**config.mk**
```make
export PLATFORM = sky130hd
export DESIGN_NAME = drive_cmd_rx
export DESIGN_NICKNAME = d
export VERILOG_FILES = /design/src/rtl/drive_cmd_pkg.sv /design/src/rtl/drive_cmd_rx_uart.sv /design/src/rtl/drive_cmd_rx.sv
export SDC_FILE = /design/constraint.sdc
export NUM_CORES = 1
export LEC_CHECK = 0
export ABC_AREA = 1
export CAP_MARGIN = 10
export CORE_ASPECT_RATIO = 1.4
export CORE_MARGIN = 1
export CORE_UTILIZATION = 60
export CTS_CLUSTER_SIZE = 20
export DETAILED_ROUTE_END_ITERATION = 10
export PLACE_DENSITY = 0.79
export SKIP_LAST_GASP = 1
export SLEW_MARGIN = 20
export SYNTH_ARGS = -nofsm -noshare
export SYNTH_HDL_FRONTEND = slang
export SYNTH_SLANG_ARGS = --single-unit
```
**constraint.sdc**
```tcl
create_clock -name clk -period 1.7 [get_ports clk]
set_input_delay 0.255 -clock clk [delete_from_list [all_inputs] [get_ports clk]]
set_output_delay 0.255 -clock clk [all_outputs]
set_load 0.02 [all_outputs]
```
**src/rtl/drive_cmd_pkg.sv**
```systemverilog
// Shared constants, receiver state encoding and command decode for drive_cmd_rx.
package drive_cmd_pkg;

    localparam logic [7:0] CMD_FWD   = 8'h46;
    localparam logic [7:0] CMD_BWD   = 8'h42;
    localparam logic [7:0] CMD_LEFT  = 8'h4C;
    localparam logic [7:0] CMD_RIGHT = 8'h52;
    localparam logic [7:0] CMD_STOP  = 8'h53;

    typedef enum logic [2:0] {
        RxIdle,
        RxStart,
        RxData,
        RxParity,
        RxStop
    } rx_state_e;

    // Direction bit order: {right, left, bwd, fwd}
    localparam logic [3:0] DIR_NONE  = 4'b0000;
    localparam logic [3:0] DIR_FWD   = 4'b0001;
    localparam logic [3:0] DIR_BWD   = 4'b0010;
    localparam logic [3:0] DIR_LEFT  = 4'b0100;
    localparam logic [3:0] DIR_RIGHT = 4'b1000;

    typedef struct packed {
        logic       valid;
        logic [3:0] dir;
    } cmd_dec_t;

    function automatic cmd_dec_t decode_cmd(input logic [7:0] b);
        cmd_dec_t d;
        d.valid = 1'b1;
        d.dir   = DIR_NONE;
        case (b)
            CMD_FWD:   d.dir = DIR_FWD;
            CMD_BWD:   d.dir = DIR_BWD;
            CMD_LEFT:  d.dir = DIR_LEFT;
            CMD_RIGHT: d.dir = DIR_RIGHT;
            CMD_STOP:  d.dir = DIR_NONE;
            default:   d.valid = 1'b0;
        endcase
        return d;
    endfunction

endpackage

```
**src/rtl/drive_cmd_rx_uart.sv**
```systemverilog
// UART receiver: 2-flop synchronizer, mid-bit sampling, 8N1 frame FSM.
// Define DRIVE_CMD_PARITY_EN for 8E1 framing with an even-parity check.
module drive_cmd_rx_uart
    import drive_cmd_pkg::*;
#(
    parameter int unsigned BIT_CYC = 5208
) (
    input  logic       clk,
    input  logic       rst_n,
    input  logic       rx,
    output logic [7:0] data,
    output logic       data_valid,
    output logic       frame_err
);

    localparam int unsigned CW   = $clog2(BIT_CYC + 1);
    localparam int unsigned HALF = (BIT_CYC / 2 > 0) ? BIT_CYC / 2 : 1;
    localparam logic [CW-1:0] CNT_HALF = CW'(HALF - 1);
    localparam logic [CW-1:0] CNT_BIT  = CW'(BIT_CYC - 1);

    rx_state_e     state;
    logic [1:0]    sync_q;
    logic          prev_q;
    logic [CW-1:0] cnt;
    logic [2:0]    bit_idx;
    logic [7:0]    shreg;
`ifdef DRIVE_CMD_PARITY_EN
    logic          par_q;
`endif

    always_ff @(posedge clk or negedge rst_n) begin
        if (!rst_n) begin
            // Reset the line history low so a line held low across reset
            // release cannot look like a fresh start edge.
            sync_q     <= 2'b00;
            prev_q     <= 1'b0;
            state      <= RxIdle;
            cnt        <= '0;
            bit_idx    <= '0;
            shreg      <= '0;
            data       <= '0;
            data_valid <= 1'b0;
            frame_err  <= 1'b0;
`ifdef DRIVE_CMD_PARITY_EN
            par_q      <= 1'b0;
`endif
        end else begin
            sync_q     <= {sync_q[0], rx};
            prev_q     <= sync_q[1];
            data_valid <= 1'b0;
            frame_err  <= 1'b0;
            case (state)
                RxIdle: begin
                    if (prev_q && !sync_q[1]) begin
                        state <= RxStart;
                        cnt   <= '0;
                    end
                end
                RxStart: begin
                    if (cnt == CNT_HALF) begin
                        cnt     <= '0;
                        bit_idx <= '0;
                        state   <= sync_q[1] ? RxIdle : RxData;
                    end else begin
                        cnt <= cnt + 1'b1;
                    end
                end
                RxData: begin
                    if (cnt == CNT_BIT) begin
                        cnt     <= '0;
                        shreg   <= {sync_q[1], shreg[7:1]};
                        bit_idx <= bit_idx + 1'b1;
                        if (bit_idx == 3'd7) begin
`ifdef DRIVE_CMD_PARITY_EN
                            state <= RxParity;
`else
                            state <= RxStop;
`endif
                        end
                    end else begin
                        cnt <= cnt + 1'b1;
                    end
                end
`ifdef DRIVE_CMD_PARITY_EN
                RxParity: begin
                    if (cnt == CNT_BIT) begin
                        cnt   <= '0;
                        par_q <= sync_q[1];
                        state <= RxStop;
                    end else begin
                        cnt <= cnt + 1'b1;
                    end
                end
`endif
                RxStop: begin
                    if (cnt == CNT_BIT) begin
                        cnt   <= '0;
                        state <= RxIdle;
`ifdef DRIVE_CMD_PARITY_EN
                        if (sync_q[1] && (par_q == ^shreg)) begin
`else
                        if (sync_q[1]) begin
`endif
                            data       <= shreg;
                            data_valid <= 1'b1;
                        end else begin
                            frame_err <= 1'b1;
                        end
                    end else begin
                        cnt <= cnt + 1'b1;
                    end
                end
                default: state <= RxIdle;
            endcase
        end
    end

endmodule

```
**src/rtl/drive_cmd_rx.sv**
```systemverilog
// Command front end: UART bytes -> held direction levels plus link-loss failsafe.
// Optional DRIVE_CMD_PARITY_EN selects 8E1 framing in the receiver.
module drive_cmd_rx
    import drive_cmd_pkg::*;
#(
    parameter int unsigned CLK_HZ     = 50000000,
    parameter int unsigned BAUD       = 9600,
    parameter int unsigned TIMEOUT_MS = 500
) (
    input  logic       clk,
    input  logic       rst_n,
    input  logic       uart_rx,
    output logic       fwd_out,
    output logic       bwd_out,
    output logic       left_out,
    output logic       right_out,
    output logic       failsafe_out,
    output logic       cmd_valid,
    output logic [7:0] last_cmd,
    output logic       frame_err
);

    localparam int unsigned BIT_CYC = CLK_HZ / BAUD;
    localparam int unsigned WD_CYC  = (CLK_HZ / 1000) * TIMEOUT_MS;
    localparam int unsigned WD_W    = (WD_CYC > 1) ? $clog2(WD_CYC) : 1;
    localparam logic [WD_W-1:0] WD_LAST = WD_W'(WD_CYC - 1);

    logic [7:0]      rx_data;
    logic            rx_valid;
    cmd_dec_t        dec;
    logic [3:0]      dir_q;
    logic [WD_W-1:0] wd_cnt;

    drive_cmd_rx_uart #(
        .BIT_CYC (BIT_CYC)
    ) u_rx (
        .clk        (clk),
        .rst_n      (rst_n),
        .rx         (uart_rx),
        .data       (rx_data),
        .data_valid (rx_valid),
        .frame_err  (frame_err)
    );

    always_comb begin
        dec = decode_cmd(rx_data);
    end

    // An accepted command takes priority over a coincident watchdog expiry.
    always_ff @(posedge clk or negedge rst_n) begin
        if (!rst_n) begin
            dir_q        <= DIR_NONE;
            failsafe_out <= 1'b1;
            cmd_valid    <= 1'b0;
            last_cmd     <= 8'h00;
            wd_cnt       <= '0;
        end else begin
            cmd_valid <= 1'b0;
            if (rx_valid && dec.valid) begin
                dir_q        <= dec.dir;
                last_cmd     <= rx_data;
                cmd_valid    <= 1'b1;
                failsafe_out <= 1'b0;
                wd_cnt       <= '0;
            end else if (!failsafe_out) begin
                if (wd_cnt == WD_LAST) begin
                    failsafe_out <= 1'b1;
                    dir_q        <= DIR_NONE;
                    wd_cnt       <= '0;
                end else begin
                    wd_cnt <= wd_cnt + 1'b1;
                end
            end else begin
                wd_cnt <= '0;
            end
        end
    end

    assign fwd_out   = dir_q[0];
    assign bwd_out   = dir_q[1];
    assign left_out  = dir_q[2];
    assign right_out = dir_q[3];

endmodule

```
==> flow_summary.json, run 1 <==
{
  "postSynthAreaPerCell_um2": 7.726,
  "htree_levels": 3,
  "die_w_um": 71.49,
  "layout_setup_ws_ns": 0.1056,
  "die_h_um": 99.29,
  "drt-pass1-iter-count": 6,
  "finalCriticalPeriod_ns": 1.594,
  "synth_edf_count": 0,
  "power.leakage_nw": 2.184,
  "status": "finished clean",
  "ios": 18,
  "cts-buffers-inserted": 9,
  "grt_pass1_vias": 3283,
  "place_area_mm2": 0.004344,
  "rr_endpoint": "wd_cnt[24]$_DFF_PN0_",
  "core_mm2": 0.006569,
  "fin_crit_sh_pct": 93.79,
  "final_core_util_pct": 71.01,
  "pre_cts_slack_ns": 0.008299,
  "ant_nets": 0,
  "reg2reg_depth": 10,
  "syn_inst": 525,
  "hold_class": "input pin to flop",
  "antenna_found_initial": 0,
  "gr-total-overflow": 0,
  "synthFlopType": "dfrtp_1",
  "dieArea_mm2": 0.007098,
  "setup-violations-final": 0,
  "gp_congestion": 0.9258,
  "wirelength_mm": 8.361,
  "clock_latency_ns": 0.36,
  "crit_type": "flop to flop",
  "crit_family": "simple AND/OR/NAND/NOR gates",
  "synth_area_mm2": 0.004056,
  "whs_endpoint": "u_rx.sync_q[0]$_DFF_PN0_",
  "tightest_slew_ns": 0.3650,
  "fin_skew_ns": 0.02130,
  "ys_types": 30,
  "post_drt_wl_per_cell_um": 13.04,
  "drc": 0,
  "vias": 3419,
  "path_common_cell": "nand2_2",
  "p_per_area_mw_per_mm2": 968.4,
  "critPathSlowestCell": "dfrtp_1",
  "power.share.clock_pct": 35.6,
  "maxCapViolCount": 0,
  "ir_drop_mv": 1.097,
  "io_buffers": 17,
  "grt_start_max_net_pins": 31,
  "crit_fanout": 3,
  "area_growth_pct": 14.99,
  "ys_ff_latch": 79,
  "synth_async_sr_flop_share_pct": 100.0,
  "initial_utilization_pct": 61.75,
  "slew_viol_final": 0,
  "nets": 569,
  "dp_hpwl_mm": 6.020,
  "diodes": 0,
  "startpoint_type": "flop",
  "yosysWarnings": 0,
  "cts.sinks": 79,
  "synth_fp_nets": 532,
  "rows": 35,
  "hold_path_startpoint": "uart_rx",
  "clock.fmax_ghz": 0.6272,
  "seq_power_share_pct": 44.4,
  "grtUsageTotal_pct": 25.37,
  "comb_power_share_pct": 19.9,
  "clk_path_buf_depth": 2,
  "worstPathRequired_ns": 1.93,
  "critPathCaptureType": "flop",
  "crit_arrival_ns": 1.82,
  "cp_cell_sequence": "ha_2 -> nand2_2 -> nor2_2 -> nand2_2 -> nor2_4 -> nand2_2 -> nor2_1 -> nand2_1 -> nand2_1 -> nor2_1",
  "netSwitchingPower_mw": 1.429,
  "switching_share_pct": 31.63,
  "startpoint": "wd_cnt[0]$_DFF_PN0_",
  "r2r_slack_ns": 0.11,
  "clkTransAtPathRegs_ns": 0.09,
  "worstPathBufferInverterCount": 0,
  "fillers": 520,
  "drt-initial-drc-count": 180,
  "drive_above_1_share_pct": 11.82,
  "fin_area_mm2": 0.004664,
  "finalHoldViolations": 0,
  "yosysSeqAreaShare_pct": 48.77,
  "maxSlewHeadroom_pct": 75.66,
  "grt_pass1_wl_mm": 13.94,
  "root_buffer": "clkbuf_8",
  "hold_depth": 1,
  "power.internal_mw": 3.088,
  "critical-path-max-stage-delay_ns": 0.39,
  "via_per_inst": 5.334,
  "r2r_start": "wd_cnt[0]$_DFF_PN0_",
  "cts_tree": "yes"
}
how the worst max path moves through the flow:
stage                                  end  slack [ns]  cells past startpoint
2_1_floorplan  u_rx.bit_idx[2]$_DFFE_PN0P_        0.23                     10
3_3_place_gp     u_rx.shreg[5]$_DFFE_PN0P_        0.12                      6
3_5_place_dp   u_rx.bit_idx[2]$_DFFE_PN0P_       0.008                     10
4_1_cts               wd_cnt[15]$_DFF_PN0_       0.002                      8
5_1_grt           u_rx.cnt[10]$_DFFE_PN0P_       -0.02                      9
6_report              wd_cnt[24]$_DFF_PN0_        0.11                     10
registers in the layout, indices dropped and copies added (netlist names):
register,cells
u_rx.shreg,8
last_cmd,8
failsafe_out,1
u_rx.bit_idx,3
u_rx.data_valid,1
u_rx.state,3
u_rx.cnt,13
u_rx.sync_q,2
dir_q,4
u_rx.data,8
cmd_valid,1
wd_cnt,25
u_rx.frame_err,1
u_rx.prev_q,1
power groups by stage:
stage | combinational (mW) | sequential [mW] | clock, mW
floorplan | 0.576 | 2.04 | 0
global placement | 0.781 | 2.05 | 0
detailed placement | 0.820 | 2.05 | 0
CTS | 0.836 | 2.01 | 1.64
global route | 0.997 | 2.02 | 1.70
finish | 0.900 | 2.01 | 1.61
per-layer routing:
layer / vias to the layer above / GRT usage [%] / routed length, um
met5: - / 0 / 0
met4: 0 / 12.67 / 212
met3: 23 / 6.282 / 275
met2: 69 / 44.76 / 4388
met1: 1602 / 28.23 / 3484
li1: 1725 / - / -
synthesized netlist by cell type (6+ instances only):
| library cell | n | area (um2) |
|---|---|---|
| o21ai_1 | 10 | 50.05 |
| nor2_1 | 99 | 371.6 |
| nand3_1 | 35 | 175.2 |
| nor2_2 | 10 | 62.56 |
| nand2_2 | 6 | 37.54 |
| nand4_1 | 7 | 43.79 |
| dfrtp_1 | 78 | 1952 |
| o21ai_0 | 23 | 115.1 |
| xor2_1 | 18 | 157.7 |
| nand2_1 | 143 | 536.8 |
| inv_1 | 56 | 210.2 |
layout make-up:
cell class                 count  area [um2]  area share (%)
clock inverter                 5       86.33           1.851
clock buffer                  11       141.4           3.031
multi-input combinational    383        1869           40.08
tap                           74       92.59           1.985
inverter                      60       225.2           4.828
sequential                    79        1978           42.41
timing repair buffer          29       271.5           5.821
placed cells by master (no fill, tap or decap), types with 8 or more instances in the layout:
| cell type | netlist | layout |
|---|---|---|
| nand2_1 | 143 | 141 |
| nor2_1 | 99 | 94 |
| dfrtp_1 | 78 | 78 |
| inv_1 | 56 | 55 |
| nand3_1 | 35 | 34 |
| o21ai_0 | 23 | 23 |
| xor2_1 | 18 | 18 |
| clkdlybuf4s50_1 | 0 | 15 |
| nor2_2 | 10 | 12 |
| buf_4 | 2 | 11 |
| o21ai_1 | 10 | 10 |
| clkbuf_8 | 0 | 10 |
| nand2_2 | 6 | 8 |
logic make-up (layout without fill, tap and decap cells):
kind of cell | Yosys count | after routing | synth area share, %
simple gates | 314 | 315 | 33.28
flops | 79 | 79 | 48.77
buf+inv | 64 | 105 | 6.477
compound gates | 42 | 42 | 5.491
xor+xnor | 22 | 22 | 4.750
fa+ha+maj | 4 | 4 | 1.234
what timing repair did:
action	4_1_cts	5_1_grt
endpoints found under the setup margin	4	58
hold buffers	1	0
endpoints found under the hold margin	25	0
pin swaps	1	4
resized for setup	2	14
cloned	1	0
buffers inserted	0	4
through the flow:
stage               cells  hold WS (ns)  TNS [ns]  power (mW)
finish                641        0.3345         0       4.517
global route          641        0.3171  -0.04522       4.717
CTS                   637        0.3176         0       4.493
detailed placement    619        0.1944         0       2.872
global placement      619        0.1912         0       2.827
floorplan             525      -0.04059         0       2.614
No activity file was read; power rests on OpenSTA's default activity.
==> run 2: changes to the inputs <==
--- a/config.mk
+++ b/config.mk
@@ -10,7 +10,6 @@
 export CORE_ASPECT_RATIO = 1.4
 export CORE_MARGIN = 1
 export CORE_UTILIZATION = 60
-export CTS_CLUSTER_SIZE = 20
 export DETAILED_ROUTE_END_ITERATION = 10
 export PLACE_DENSITY = 0.79
 export SKIP_LAST_GASP = 1
==> results of run 2 <==
Final layout, timing and power as in run 1 (identical DEF).
